===== src/rtl/program_loader.sv =====
// program_loader: streams instruction then data words into the processor load
// port, then starts the processor and waits for it to report completion.
module program_loader #(
    parameter int unsigned IMEM_DEPTH = 64,
    parameter int unsigned DMEM_DEPTH = 64,
    parameter int unsigned CNT_W      = 7
) (
    input  logic             clk,
    input  logic             reset,
    input  logic             in_valid,
    output logic             in_ready,
    input  logic [31:0]      in_word,
    input  logic             in_last,
    output logic [31:0]      new_instruction,
    output logic             load_we,
    output logic             add_into,
    output logic             start_signal,
    input  logic             end_signal,
    output logic [CNT_W-1:0] instr_count,
    output logic [CNT_W-1:0] data_count,
    output logic             busy,
    output logic             done,
    output logic             error
);

    localparam int unsigned WORD_W = 32;
    localparam logic [CNT_W-1:0] I_MAX = CNT_W'(IMEM_DEPTH);
    localparam logic [CNT_W-1:0] D_MAX = CNT_W'(DMEM_DEPTH);

    typedef enum logic [2:0] {
        S_LOAD_I,
        S_LOAD_D,
        S_ARM,
        S_RUN,
        S_DONE,
        S_ERR
    } state_t;

    state_t             state_q, state_d;
    logic [WORD_W-1:0]  word_q, word_d;
    logic               we_q, we_d;
    logic               add_q, add_d;
    logic               start_q, start_d;
    logic               busy_q, busy_d;
    logic               done_q, done_d;
    logic               error_q, error_d;
    logic [CNT_W-1:0]   icnt_q, icnt_d;
    logic [CNT_W-1:0]   dcnt_q, dcnt_d;
    logic               xfer;

    // Accept words only while a section is being loaded; never looks at in_valid.
    always_comb begin
        in_ready = (state_q == S_LOAD_I) || (state_q == S_LOAD_D);
    end

    // Next-state, counters and registered load-port outputs.
    always_comb begin
        state_d = state_q;
        word_d  = word_q;
        we_d    = 1'b0;
        add_d   = add_q;
        icnt_d  = icnt_q;
        dcnt_d  = dcnt_q;
        xfer    = in_valid && in_ready;

        if (xfer) begin
            word_d = in_word;
            we_d   = 1'b1;
        end

        case (state_q)
            S_LOAD_I: begin
                if (xfer) begin
                    icnt_d = icnt_q + CNT_W'(1);
                    if (in_last) begin
                        state_d = S_LOAD_D;
                    end else if (icnt_d == I_MAX) begin
                        state_d = S_ERR;
                    end
                end
            end
            S_LOAD_D: begin
                // Target flips so the first data word is presented with add_into=1
                // while the last instruction word still goes out with add_into=0.
                add_d = 1'b1;
                if (xfer) begin
                    dcnt_d = dcnt_q + CNT_W'(1);
                    if (in_last) begin
                        state_d = S_ARM;
                    end else if (dcnt_d == D_MAX) begin
                        state_d = S_ERR;
                    end
                end
            end
            S_ARM: begin
                state_d = S_RUN;
            end
            S_RUN: begin
                if (end_signal) begin
                    state_d = S_DONE;
                end
            end
            default: begin
                state_d = state_q;
            end
        endcase

        start_d = (state_d == S_RUN);
        busy_d  = (state_d != S_DONE) && (state_d != S_ERR);
        done_d  = (state_d == S_DONE);
        error_d = (state_d == S_ERR);
    end

    // State and output registers with synchronous reset.
    always_ff @(posedge clk) begin
        if (reset) begin
            state_q <= S_LOAD_I;
            word_q  <= '0;
            we_q    <= 1'b0;
            add_q   <= 1'b0;
            start_q <= 1'b0;
            busy_q  <= 1'b1;
            done_q  <= 1'b0;
            error_q <= 1'b0;
            icnt_q  <= '0;
            dcnt_q  <= '0;
        end else begin
            state_q <= state_d;
            word_q  <= word_d;
            we_q    <= we_d;
            add_q   <= add_d;
            start_q <= start_d;
            busy_q  <= busy_d;
            done_q  <= done_d;
            error_q <= error_d;
            icnt_q  <= icnt_d;
            dcnt_q  <= dcnt_d;
        end
    end

    assign new_instruction = word_q;
    assign load_we         = we_q;
    assign add_into        = add_q;
    assign start_signal    = start_q;
    assign busy            = busy_q;
    assign done            = done_q;
    assign error           = error_q;
    assign instr_count     = icnt_q;
    assign data_count      = dcnt_q;

endmodule

===== config.mk =====
export PLATFORM = sky130hd
export DESIGN_NAME = program_loader
export DESIGN_NICKNAME = d
export VERILOG_FILES = /design/src/rtl/program_loader.sv
export SDC_FILE = /design/constraint.sdc
export NUM_CORES = 1
export LEC_CHECK = 0
export CAP_MARGIN = 20
export CELL_PAD_IN_SITES_DETAIL_PLACEMENT = 1
export CELL_PAD_IN_SITES_GLOBAL_PLACEMENT = 2
export CORE_MARGIN = 1.5
export CORE_UTILIZATION = 23
export DETAILED_ROUTE_END_ITERATION = 7
export GPL_TIMING_DRIVEN = 0
export PLACE_DENSITY_LB_ADDON = 0.1
export SETUP_SLACK_MARGIN = 0.1
export SYNTH_ARGS = -nofsm -noshare
export SYNTH_HDL_FRONTEND = slang
export SYNTH_SLANG_ARGS = --single-unit
export TNS_END_PERCENT = 30

===== constraint.sdc =====
create_clock -name clk -period 2.3 [get_ports clk]
set_clock_uncertainty 0.2 [all_clocks]
set_input_delay 0.69 -clock clk [delete_from_list [all_inputs] [get_ports clk]]
set_output_delay 0.69 -clock clk [all_outputs]
set_load 0.01 [all_outputs]

==> metrics.txt <==
DR DRC count=0; commonest non-fill, non-tap cell in the layout=clkdlybuf4s50_1; cts bufs inserted=5; IO Port Bufs=88; routability cong.=0.6967; DR vias/cell=4.348; r2r startpoint=data_count[1]; CTS root buf=clkbuf_8; Overall Global Routing Usage=between 10% and 20%; Ys Warns=0; worst hold-check path type=flip-flop to flip-flop; initial antenna violation count=0; Post-Syn Area per Cell=8.508 sq um; most frequent cells in the layout=clkdlybuf4s50_1, nand2_1, dfxtp_1; Die Ht=100.1 microns; CP Launch Type=flip-flop; static leakage=1.234 nW; CP Capture Type=primary output; Worst-Skew Late Latency=0.31 ns; layout cells sized above 1=8.239%; CP Data Required Time=1.41 ns; Yosys reg bits=55; CP Cell Sequence=clkdlybuf4s50_1; worst setup path start=instr_count[5]; Die Span X=100.1 microns; setup violators final=0; crit path to=instr_count[5]; post-DP HPWL=around 4500 microns; Max Clk Rate=448.5 MHz; drt first-iter violations=29; Mapped Cells=~260; # IOs=90; status=finished, final reports clean; TritonRoute pass-1 iters=4; Post-synth EDFFs=0; Area Growth Syn to Fin=54.15%; largest net degree at the start of global routing=16; clock sink total=55; CTS Hold Bufs=0; synthesized net count=294; kind of cell adding the most delay to the critical path=buffers and inverters; WL/cell=between 10 and 15 microns; wirelength, routed=6276 microns; Worst slew margin=62.03%; RSZ-0062 raised after global routing=true; effective utilization at floorplan=a little under a quarter; sequential cell area fraction in the yosys report=50.75%; diode count=0; Non-Filler Instances=463; Worst R2R Setup Slack=just under 0.3 ns; Hold Vio Cnt, Final=0; Clock transition at path regs=around 0.10 ns; number of global-route vias before repair=2026; critical path type=flip-flop to primary output; total core area=9196 sq um; Rows=35; mapped cell area=2170 sq um; Cells after DPL=454; die area=10030 sq um; global-route wire length before repair=10080 microns; Crit-path slowest cell=clkdlybuf4s50_1; worst-margin pin slew=roughly 0.56 ns; Final Slew Violations=0; maximum vdd drop=0.0003217 V; min Tclk post-route=2.229 ns; post-route clock period utilization=between 90% and 100%; post-route design area=3344 sq um; post-route ant nets=0; RR Endpoint=busy; routed vias=2013; DP Area=3189 sq um; clk buf depth=2; ys flop type=dfxtp_1; Synth async-reset ratio=0%; Max FO, Critical Path=6; final net count=roughly 390; gr ovfl total=0; Max Cap Viol=0; PD cells=591.5 nW/um^2; r2r worst-path depth=6; CTS tree=built; Netlist cell types=35; crit path buf inv count=1; worst hold slack=0.2571 ns; crit path DAT=1.34 ns; H-tree levels=2; max incr delay on CP=just under 0.6 ns; WP depth=1
-- stage by stage --
stage	total power, mW	setup TNS, ns	setup WS (ns)	utilization, %
after floorplan	1.171	0	0.3254	-
after global placement	1.352	-8.141	-0.5271	34.68
after detailed placement	1.355	-8.319	-0.5254	34.68
after CTS	2.023	0	0.03807	36.31
after global routing	2.081	0	0.02573	36.37
final	1.978	0	0.07051	36.37
-- routing by layer --
layer / up-vias / GRT usage, % / share of wire, %
met5: - / 0 / 0
met4: 0 / 3.900 / 1.0
met3: 4 / 3.691 / 5.8
met2: 50 / 21.19 / 45
met1: 925 / 16.52 / 48
li1: 1034 / - / -
-- how the worst min path moves through the flow --
stage / from / slack (ns) / end / cells after the start
2_1_floorplan: new_instruction[0] / 0.28 / new_instruction[0] / 2
3_3_place_gp: new_instruction[6] / 0.24 / new_instruction[6] / 2
3_5_place_dp: new_instruction[24] / 0.25 / new_instruction[24] / 2
4_1_cts: new_instruction[31] / 0.26 / new_instruction[31] / 2
5_1_grt: new_instruction[6] / 0.28 / new_instruction[6] / 2
6_report: new_instruction[31] / 0.26 / new_instruction[31] / 2
-- report_power, final --
group | switching, mW | total (mW) | internal (mW)
registers | 0.0317 | 1.03 | 0.997
clock network | 0.323 | 0.644 | 0.320
logic | 0.136 | 0.306 | 0.170
-- sequential cells by signal, summed over array words and instances (netlist names) --
name / count
busy: 1
done: 1
state_q: 3
error: 1
start_signal: 1
new_instruction: 32
add_into: 1
instr_count: 7
data_count: 7
load_we: 1
-- cells by family (layout without fill, tap and decap cells) --
kind of cell / count (synthesis) / count (layout) / share of synthesized area [%]
AND/OR/NAND/NOR: 126 / 126 / 28.49
flip-flops: 55 / 55 / 50.75
multiplexers: 1 / 1 / 0.4614
AO/OA/AOI/OAI: 44 / 44 / 11.13
XOR/XNOR: 12 / 12 / 4.845
adder cells (fa/ha/maj): 2 / 2 / 1.153
buffers and inverters: 15 / 112 / 3.172
-- cell type report --
type,count,area (sq um)
Fill cell,1091,5852
Sequential cell,55,1110
Multi-Input combinational cell,185,1031
Timing Repair Buffer,90,893.4
Tap cell,111,138.9
Clock buffer,6,72.57
Buffer,15,68.82
Clock inverter,1,30.03
-- cell usage after synthesis (2+ instances only) --
cell type,instances,area (sq um)
nand2_1,75,281.5
nor4b_1,3,26.28
ha_1,2,25.02
clkbuf_1,9,33.78
and3b_1,2,17.52
a21oi_1,36,180.2
a211oi_2,2,25.02
xnor2_1,3,26.28
nand3_1,3,15.01
nor3b_1,2,15.01
xor2_1,9,78.83
buf_2,4,20.02
o21ai_0,3,15.01
nand4_1,4,25.02
nor4b_4,2,47.55
dfxtp_1,55,1101
and2_1,2,12.51
and3_1,2,12.51
nor2_1,21,78.83
-- what timing repair did --
| item | 4_1_cts | 5_1_grt |
|---|---|---|
| setup endpoints to repair | 19 | 15 |
| gates resized for setup | 12 | 4 |
| pin swaps | 1 | 0 |
| buffers inserted | 2 | 0 |
Power figures use the tool's default switching activity.
